### config.mk
export PLATFORM = sky130hd
export DESIGN_NAME = press_classifier
export DESIGN_NICKNAME = d
export VERILOG_FILES = /design/src/rtl/press_pkg.sv /design/src/rtl/press_classifier.sv
export SDC_FILE = /design/constraint.sdc
export NUM_CORES = 1
export LEC_CHECK = 0
export BUFFER_PORTS_ARGS = -buffer_cell sky130_fd_sc_hd__buf_2
export CAP_MARGIN = 5
export CELL_PAD_IN_SITES_DETAIL_PLACEMENT = 0
export CELL_PAD_IN_SITES_GLOBAL_PLACEMENT = 1
export CORE_AREA = 2 2 77 79
export CTS_CLUSTER_SIZE = 20
export DETAILED_ROUTE_END_ITERATION = 12
export DIE_AREA = 0 0 79 81
export PLACE_DENSITY_LB_ADDON = 0.25
export SLEW_MARGIN = 20
export SYNTH_ARGS = -nofsm -noshare
export SYNTH_HDL_FRONTEND = slang
export SYNTH_SLANG_ARGS = --single-unit
### constraint.sdc
create_clock -name clk -period 2.7 [get_ports clk]
set_input_delay 0.54 -clock clk [delete_from_list [all_inputs] [get_ports clk]]
set_output_delay 0.54 -clock clk [all_outputs]
set_load 0.02 [all_outputs]
### src/rtl/press_pkg.sv
// Shared types and sizing helpers for the button gesture classifier.
package press_pkg;

  typedef enum logic [2:0] {IDLE, PRESS1, GAP, WAIT_REL, LONG} press_state_t;

  function automatic int unsigned max3(input int unsigned a, input int unsigned b,
                                       input int unsigned c);
    int unsigned m;
    m = (a > b) ? a : b;
    return (m > c) ? m : c;
  endfunction

endpackage

### src/rtl/press_classifier.sv
// Turns debounced press/release pulses into single, double, long and
// auto-repeat gesture events for one button.
module press_classifier
  import press_pkg::*;
#(
  parameter int unsigned LONG_CYCLES   = 50_000_000,
  parameter int unsigned GAP_CYCLES    = 25_000_000,
  parameter int unsigned REPEAT_CYCLES = 10_000_000
) (
  input  logic clk,
  input  logic reset,
  input  logic p_edge,
  input  logic n_edge,
  output logic single_press,
  output logic double_press,
  output logic long_press,
  output logic repeat_tick,
  output logic busy
);

  localparam int unsigned CNT_W = $clog2(max3(LONG_CYCLES, GAP_CYCLES, REPEAT_CYCLES));
  localparam logic [CNT_W-1:0] LONG_LAST   = CNT_W'(LONG_CYCLES - 1);
  localparam logic [CNT_W-1:0] GAP_LAST    = CNT_W'(GAP_CYCLES - 1);
  localparam logic [CNT_W-1:0] REPEAT_LAST = CNT_W'(REPEAT_CYCLES - 1);

  press_state_t     state, state_d;
  logic [CNT_W-1:0] cnt, cnt_d;
  logic             single_d, double_d, long_d, tick_d;
  logic             p_ok, n_ok;

  // Next state, counter and event decode; simultaneous edges cancel out.
  always_comb begin
    state_d  = state;
    cnt_d    = cnt;
    single_d = 1'b0;
    double_d = 1'b0;
    long_d   = 1'b0;
    tick_d   = 1'b0;
    p_ok     = p_edge & ~n_edge;
    n_ok     = n_edge & ~p_edge;

    case (state)
      IDLE: begin
        if (p_ok) state_d = PRESS1;
      end
      PRESS1: begin
        if (n_ok) begin
          state_d = GAP;
        end else if (cnt == LONG_LAST) begin
          state_d = LONG;
          long_d  = 1'b1;
        end else begin
          cnt_d = cnt + CNT_W'(1);
        end
      end
      GAP: begin
        if (p_ok) begin
          state_d  = WAIT_REL;
          double_d = 1'b1;
        end else if (cnt == GAP_LAST) begin
          state_d  = IDLE;
          single_d = 1'b1;
        end else begin
          cnt_d = cnt + CNT_W'(1);
        end
      end
      WAIT_REL: begin
        if (n_ok) state_d = IDLE;
      end
      LONG: begin
        if (n_ok) begin
          state_d = IDLE;
        end else if (cnt == REPEAT_LAST) begin
          tick_d = 1'b1;
          cnt_d  = '0;
        end else begin
          cnt_d = cnt + CNT_W'(1);
        end
      end
      default: state_d = IDLE;
    endcase

    if (state_d != state) cnt_d = '0;
  end

  // State, counter and registered outputs.
  always_ff @(posedge clk or posedge reset) begin
    if (reset) begin
      state        <= IDLE;
      cnt          <= '0;
      single_press <= 1'b0;
      double_press <= 1'b0;
      long_press   <= 1'b0;
      repeat_tick  <= 1'b0;
      busy         <= 1'b0;
    end else begin
      state        <= state_d;
      cnt          <= cnt_d;
      single_press <= single_d;
      double_press <= double_d;
      long_press   <= long_d;
      repeat_tick  <= tick_d;
      busy         <= (state_d != IDLE);
    end
  end

endmodule

==> flow_summary.toml, run 1 <==
[outcome]
outcome = "completed"

[timing]
relSlewSlack_pct = 53.9
rsz0062_at_grt = "false"
hold_ws_ns = 0.349
tns_ns = 0
tightest_slew_ns = 0.691
fin_crit_sh_pct = 88.5
period_minus_slack_ns = 2.39
slew_violations = 0
setup_violations = 0
hold_viol = 0
fmax_mhz = 418
finClkSkew_ns = 0.00632

[critical_path]
startpoint = "cnt[0]"
crit_path_max_fanout = 19
crit_type = "reg2reg"
required_ns = 2.90
rrSetupSlack_ns = 0.31
arrival_ns = 2.59
rr_startpoint = "cnt[0]"
cp-start-kind = "flip-flop"
endpoint_kind = "flip-flop"

[power]
p_seq_share_pct = 44.3
swShare_pct = 36.3
power.internal_uw = 897
leakage_nw = 0.925
comb_power_share_pct = 30.3
irDropWorstVdd_mv = 0.380
pwr-share-clk_pct = 25.3
cellPowerDensity_nw_per_um2 = 579
p_sw_uw = 512

[synthesis]
synth-simple-area-share_pct = 36.9
yosysMostFrequentCell = "dfrtp_1"
synth_common_cells = "dfrtp_1 (34), a21oi_1 (24), nand2_1 (21)"
avgSynthCellArea_sq_um = 8.49
ys_types = 49
synth_top_cell_by_area = "dfrtp_1"
synth_seq_area_share_pct = 38.9
syn_inst = 258
synth_edf_count = 0
synthXorXnorAreaFrac_pct = 1.20
netlist.area_leader.share_pct = 38.9
synth_ff_type = "dfrtp_1"
synth.top_cells.by_area = "dfrtp_1 (39%), a21oi_1 (5.5%), or3_1 (4.9%)"
syn_area_sq_um = 2190
synth_seq_cells = 34
synth_mux_area_share_pct = 0
yosysWarnings = 0
async_reset_ff_share_pct = 100
synth_top_family_by_area = "simple AND/OR/NAND/NOR gates"
synth_compound_area_share_pct = 18.5
syn_nets = 263
synth_fa_ha_area_share_pct = 0.571

[floorplanning]
die_width_um = 79
dieArea_sq_um = 6400
die_h_um = 81
core.rowCount = 28
ioPinCount = 9
core_area_sq_um = 5680
start_util_pct = 38.6

[cells_and_area]
regArea_sq_um = 851
final_nets = 277
fill_cells = 611
num_antenna_cells = 0
drive_gt1_share_pct = 15.4
fin_util_pct = 42.9
areaGrowthSynthToFinish_pct = 11.1
multi_input_comb_area_sq_um = 1250

[clock_network]
cts.repair.resized = 0
cts_tree = "yes"
insertion_delay_ns = 0.28
cts.sinks = 34
post_cts_buffers = 0
numCtsBuffers = 5
htree_levels = 2
holdBufCountCts = 0
cts_root_buf = "clkbuf_8"
clk_pin_slew_ns = 0.07
clock_path_buffers = 2

[global_route]
overflow = 0
busiest_layer = "met2"
grt_pass1_wl_um = 9870
met2_usage_pct = 32.4
grt_pass1_vias = 1973
grt_use_met1_pct = 27.1
antenna_found_initial = 0
grt_max_degree = 35
grt.total_usage_pct = 19.7
met3_usage_pct = 3.22

[route]
via_count = 2000
drt_iter0_markers = 112
dr.pass1.iters = 6
wire_per_inst_um = 16.4
drc = 0
drt_wl_total_um = 5700
ant_nets = 0
viasPerCell = 5.76

[placed_design]
dp_hpwl_um = 4050
gp_congestion = 0.845
port_buffers = 8

[job]
drv_cap = 0

[min_path]
worstHoldPathType = "in2async"
[power by group through the flow]
stage	clock (mW)	sequential (mW)	combinational (mW)
2_1_floorplan	0	0.602	0.326
3_3_place_gp	0	0.632	0.431
3_5_place_dp	0	0.634	0.431
4_1_cts	0.366	0.624	0.433
5_1_grt	0.396	0.635	0.471
6_report	0.357	0.625	0.427
[kinds of logic after synthesis]
| kind of cell | Yosys count |
|---|---|
| adders and majority gates | 1 |
| buffers and inverters | 17 |
| DFF | 34 |
| AOI/OAI and AO/OA | 64 |
| xor gates and xnor gates | 3 |
| and+or+nand+nor | 139 |
[routing by layer]
metal	wire length, um	up-vias	part of all wire, %
li1	-	993	-
met1	2670	957	47
met2	2730	41	48
met3	188	9	3.3
met4	110	0	1.9
met5	0	-	0
[final cells by class]
| cell class | count | area share, % |
|---|---|---|
| well taps | 75 | 3.86 |
| repair buffers | 20 | 5.86 |
| inverters | 4 | 0.617 |
| flip-flops and latches | 34 | 35.0 |
| multi-input cells | 207 | 51.6 |
| clock buffers | 7 | 3.14 |
[placed cells by master (no fill, tap or decap), drive strengths merged, types with 2 or more instances in the layout]
cell	n
a21oi	25
a31oi	2
and2	4
and3	2
and4	3
and4bb	2
buf	20
clkbuf	7
dfrtp	34
inv	4
nand2	21
nand2b	2
nand3	13
nand4	11
nor2	21
nor2b	10
nor3	8
nor3b	4
nor4	2
nor4b	2
o211ai	5
o21ai	18
o21ba	3
o31ai	5
or2	2
or3	19
or3b	2
or4	9
xor2	3
[per-stage QoR]
stage | cell area, sq um | power, mW | setup WS [ns] | instances
2_1_floorplan | 2190 | 0.928 | 0.584 | 258
3_3_place_gp | 2360 | 1.06 | 0.376 | 340
3_5_place_dp | 2360 | 1.07 | 0.333 | 340
4_1_cts | 2430 | 1.42 | 0.292 | 347
5_1_grt | 2430 | 1.50 | 0.145 | 347
6_report | 2430 | 1.41 | 0.310 | 347
[worst max-delay path, cell delays in order, from the launching register on]
cell and delay (ns):
dfrtp_1 0.42, ha_1 0.26, and4_4 0.23, nand4_1 0.14, nor2_1 0.07, or4_1 0.39
o211a_1 0.39, buf_4 0.28, a21oi_1 0.13
[sequential cells by signal (all words and copies together) (netlist names)]
| register | cells |
|---|---|
| single_press | 1 |
| double_press | 1 |
| repeat_tick | 1 |
| long_press | 1 |
| state | 3 |
| busy | 1 |
| cnt | 26 |
[path summary, 6_finish.rpt]
check | endpoint | cells past startpoint
min in group clk | cnt[1] | 2
min reg2reg | cnt[1] | 2
min | cnt[6] | 3
max reg2reg | cnt[5] | 8
max | cnt[5] | 8
max in group asynchronous | cnt[22] | 3
Power figures use the tool's default switching activity.
==> run 2, diff against run 1 <==
TNS_END_PERCENT = 100   (was unset)
clock period = 2.65 ns   (was 2.7 ns; I/O delays follow)
==> run 2 against run 1 <==
Die area unchanged. Sequential share of layout area increased by 0.11 points. Worst hold slack lost 0.031 ns. Maximum frequency increased by 2.1%. Sequential cell count unchanged. Register-to-register slack about the same. Core utilization is 0.13 points lower. Total power is 4.1% higher. Routed wire length decreased by 0.68%. Non-clock buffer count is 3 lower. Clock skew barely moved. Largest power group unchanged.
==> flow_summary.toml, run 2 (synthesis gave the netlist of run 1 again) <==
[route]
via_count = 1970
wire_per_inst_um = 16.4
drt_iter0_markers = 82
ant_nets = 0
drc = 0
viasPerCell = 5.71
dr.pass1.iters = 4
drt_wl_total_um = 5660

[cells_and_area]
fin_util_pct = 42.7
reg.largest.list = "cnt: 26 flops, state: 3 flops"
areaGrowthSynthToFinish_pct = 10.8
design_area_sq_um = 2430
fill_cells = 587
final_nets = 274
largest_reg_flops = 26
drive_gt1_share_pct = 15.2
num_antenna_cells = 0
regMostFlops = "cnt"
layout_common_cells = "dfrtp_1 (34), a21oi_1 (24), nand2_1 (21)"
final_common_cell = "dfrtp_1"

[floorplanning]
ioPinCount = 9
core_area_sq_um = 5680
start_util_pct = 38.6
die_width_um = 79
die_h_um = 81
core.rowCount = 28
dieArea_sq_um = 6400

[global_route]
grt.total_usage_pct = 19.6
grt_pass1_wl_um = 9850
grt_pass1_vias = 1938
met3_usage_pct = 3.67
grt_max_degree = 39
busiest_layer = "met2"
met2_usage_pct = 32.0
grt_use_met1_pct = 26.4
antenna_found_initial = 0
overflow = 0

[critical_path]
cp_top_family = "simple AND/OR/NAND/NOR gates"
cpPeakStageDelay_ns = 0.56
rr_startpoint = "cnt[0]"
r2r-end = "cnt[15]"
crit_chain = "ha_1 > and4_4 > nand4_1 > o22a_1 > o211ai_2 > or4_1 > a21oi_1"
rrSetupSlack_ns = 0.31
required_ns = 2.86
crit_path_max_fanout = 9
crit_type = "reg2reg"
arrival_ns = 2.55
cp-start-kind = "flip-flop"
ff2ff_path_depth = 7
path_depth = 7
endpoint_kind = "flip-flop"
critPathSlowestCell = "or4_1"
path_buf_inv = 0

[clock_network]
clk_pin_slew_ns = 0.07
holdBufCountCts = 0
cts_root_buf = "clkbuf_8"
clock_path_buffers = 2
insertion_delay_ns = 0.29
post_cts_buffers = 0
numCtsBuffers = 5
cts_tree = "yes"
htree_levels = 2
cts.repair.resized = 0
cts.sinks = 34

[min_path]
worstHoldPathType = "in2async"

[power]
irDropWorstVdd_mv = 0.303
cellPowerDensity_nw_per_um2 = 605
power.total_mw = 1.47
leakage_nw = 0.919

[job]
drv_cap = 0

[timing]
period_minus_slack_ns = 2.34
relSlewSlack_pct = 69.8
rsz0062_at_grt = "false"
hold_viol = 0
finClkSkew_ns = 0.00661
slew_violations = 0
fmax_mhz = 427
tightest_slew_ns = 0.454
setup_ws_ns = 0.309
setup_violations = 0
fin_crit_sh_pct = 88.3
tns_ns = 0

[placed_design]
placed_cell_area_sq_um = 2330
port_buffers = 8
dpl_worst_slack_ns = 0.332
dp_hpwl_um = 4010
gp_congestion = 0.840

[outcome]
outcome = "completed"
run 2: cell types whose count changed in the layout (fill, tap and decap cells not counted):
cell      previous run  this run
buf_4               11         8
clkbuf_1             2         1
clkbuf_8             5         6
clkinv_2             0         1
run 2: worst max path at each step:
| stage | from | to | slack, ns |
|---|---|---|---|
| 2_1_floorplan | cnt[0] | busy | 0.53 |
| 4_1_cts | cnt[0] | cnt[15] | 0.29 |
| 6_report | cnt[0] | cnt[15] | 0.31 |
| 3_3_place_gp | cnt[0] | cnt[11] | 0.33 |
| 3_5_place_dp | cnt[0] | cnt[11] | 0.33 |
| 5_1_grt | cnt[0] | cnt[15] | 0.14 |
run 2: final cells by class:
class	count	area, sq um	area share (%)
flip-flops and latches	34	851	35.1
clock inverters	1	5.00	0.206
clock buffers	7	86.3	3.56
repair buffers	17	120	4.95
multi-input cells	207	1250	51.7
well taps	75	93.8	3.87
inverters	4	15.0	0.619
run 2: stage by stage:
step / cells / hold slack [ns]
floorplan: 258 / 0.529
global placement: 337 / 0.552
detailed placement: 337 / 0.568
CTS: 345 / 0.350
global route: 345 / 0.374
finish: 345 / 0.318
run 2: per-layer routing:
metal,vias to the layer above,wire [um],share of wire [%]
met1,946,2750,49
li1,984,-,-
met5,-,0,0
met2,29,2630,46
met3,11,159,2.8
met4,0,122,2.2
run 2: report_power, final:
part	switching, mW	leakage (nW)	total [mW]	internal [mW]
registers	0.0723	0.462	0.632	0.560
clock network	0.194	0.0482	0.404	0.210
logic	0.259	0.409	0.431	0.172
total	0.525	0.919	1.47	0.941
run 2: tightest hold or removal path, stage by stage:
cell,delay [ns]
buf_2,0.09
inv_1,0.04
buf_4,0.38
==> run 3, diff against run 2 <==
CTS_BUF_LIST = sky130_fd_sc_hd__clkbuf_16   (was unset)
GPL_TIMING_DRIVEN = 0   (was unset)
==> run 3 against run 2 <==
Non-clock buffer count grew 5. Die area is the same. First-iteration DRC count grew 33%. Cell count grew 1.4%. Setup slack lost 0.052 ns. Clock skew shrank 0.0032 ns. Core utilization grew 1.1 points. Count of clock-buffer cells in the layout shrank 2. Combinational power grew 11%. Via count grew 2.5%. Sequential cell count is the same. Critical path type unchanged.
==> flow_summary.toml, run 3 (synthesis gave the netlist of run 1 again) <==
[outcome]
outcome = "completed"

[floorplanning]
core.rowCount = 28
core_area_sq_um = 5680
start_util_pct = 38.6
ioPinCount = 9
dieArea_sq_um = 6400
die_width_um = 79
die_h_um = 81

[critical_path]
cp-start-kind = "flip-flop"
cpPeakStageDelay_ns = 0.40
required_ns = 2.81
endpoint_kind = "flip-flop"
crit_chain = "ha_1 > and4_4 > nand4_1 > nor2_1 > or4_1 > o211a_1 > clkbuf_1 > buf_2 > nor2_1"
critPathSlowestCell = "dfrtp_1"
arrival_ns = 2.55
crit_path_max_fanout = 10
critPathMostFrequentCell = "nor2_1"
crit_type = "reg2reg"

[timing]
finClkSkew_ns = 0.00338
hold_viol = 0
rsz0062_at_grt = "false"
period_minus_slack_ns = 2.39
slew_violations = 0
setup_violations = 0
fmax_mhz = 418
relSlewSlack_pct = 68.7
tns_ns = 0
tightest_slew_ns = 0.467
fin_crit_sh_pct = 90.3

[min_path]
worstHoldPathType = "in2async"

[placed_design]
gp_congestion = 0.893
dp_hpwl_um = 4240
placed_cell_area_sq_um = 2340
port_buffers = 8

[cells_and_area]
largest_reg_flops = 26
final_common_cell = "dfrtp_1"
layout_common_cells = "dfrtp_1 (34), a21oi_1 (24), nand2_1 (21)"
regMostFlops = "cnt"
drive_gt1_share_pct = 16.0
fill_cells = 594
num_antenna_cells = 0
reg.largest.list = "cnt: 26 flops, state: 3 flops"
design_area_sq_um = 2490
areaGrowthSynthToFinish_pct = 13.5
final_nets = 279

[clock_network]
cts.sinks = 34
insertion_delay_ns = 0.28
cts_tree = "yes"
post_cts_buffers = 0
clk_pin_slew_ns = 0.05
cts_root_buf = "clkbuf_16"
clock_path_buffers = 2
numCtsBuffers = 5
htree_levels = 2

[global_route]
busiest_layer = "met2"
overflow = 0
grt_pass1_vias = 1947
antenna_found_initial = 0
grt_max_degree = 26
met3_usage_pct = 3.11
grt_pass1_wl_um = 10300
grt.total_usage_pct = 20.7
grt_use_met1_pct = 27.9
met2_usage_pct = 34.4

[route]
drt_wl_total_um = 5980
viasPerCell = 5.77
via_count = 2020
drt_iter0_markers = 109
drc = 0
ant_nets = 0
dr.pass1.iters = 4
wire_per_inst_um = 17.1

[power]
comb_power_share_pct = 29.1
cellPowerDensity_nw_per_um2 = 659
swShare_pct = 34.9
p_seq_share_pct = 37.4
power.internal_mw = 1.07
leakage_nw = 0.951
pwr-share-clk_pct = 33.6
irDropWorstVdd_mv = 0.254
p_sw_uw = 572

[job]
drv_cap = 0
==> run 3: cell count changes in the layout (fill, tap and decap cells not counted), sizes merged <==
cell,delta
buf,+3
clkinv,+1
inv,+1
==> run 3: per-layer routing <==
layer	up-vias	share of wire, %
met4	0	1.3
met3	6	3.6
met5	-	0
met2	41	49
li1	993	-
met1	980	46
==> run 3: worst paths after layout <==
check,start,endpoint,slack [ns],cells past startpoint
worst min-delay path,reset,cnt[1],0.17,2
worst min register to register,cnt[1],cnt[1],0.55,2
max in group asynchronous,reset,cnt[19],2.06,3
worst max-delay path,cnt[0],cnt[16],0.26,9
min in group clk,cnt[1],cnt[1],0.55,2
worst max register to register,cnt[0],cnt[16],0.26,9
==> run 3: timing repair <==
action / 4_1_cts / 5_1_grt
resized for setup: 0 / 1
setup endpoints to repair: 0 / 9
hold buffers: 0 / 0
==> run 3: power groups by stage <==
stage | registers (mW) | clock network [mW] | logic (mW)
2_1_floorplan | 0.613 | 0 | 0.333
3_3_place_gp | 0.619 | 0 | 0.482
3_5_place_dp | 0.622 | 0 | 0.483
4_1_cts | 0.613 | 0.562 | 0.484
5_1_grt | 0.621 | 0.582 | 0.532
6_report | 0.612 | 0.550 | 0.477
==> run 3: layout make-up <==
class	count	area (sq um)	share of cell area, %
flip-flops and latches	34	851	34.2
clock buffers	5	125	5.03
inverters	4	15.0	0.604
plain buffers	13	72.6	2.92
repair buffers	9	60.1	2.42
multi-input cells	207	1260	50.5
well taps	75	93.8	3.77
clock inverters	3	12.5	0.503
==> run 3: worst max-delay path, delay by kind of cell, from the launching register on <==
kind,cells,cell delay (ns)
simple gates,5,0.82
buf+inv,2,0.70
flops,1,0.40
fa+ha+maj,1,0.23
compound gates,1,0.13
==> run 3: per-stage QoR <==
stage | std cells | hold slack, ns | power [mW] | setup slack [ns] | util [%]
CTS | 350 | 0.179 | 1.66 | 0.0639 | 43.7
detailed placement | 342 | 0.474 | 1.10 | 0.0938 | 41.3
floorplan | 258 | 0.529 | 0.946 | 0.534 | -
global route | 350 | 0.201 | 1.73 | 0.0632 | 43.8
global placement | 341 | 0.547 | 1.10 | 0.148 | 40.9
finish | 350 | 0.172 | 1.64 | 0.258 | 43.8
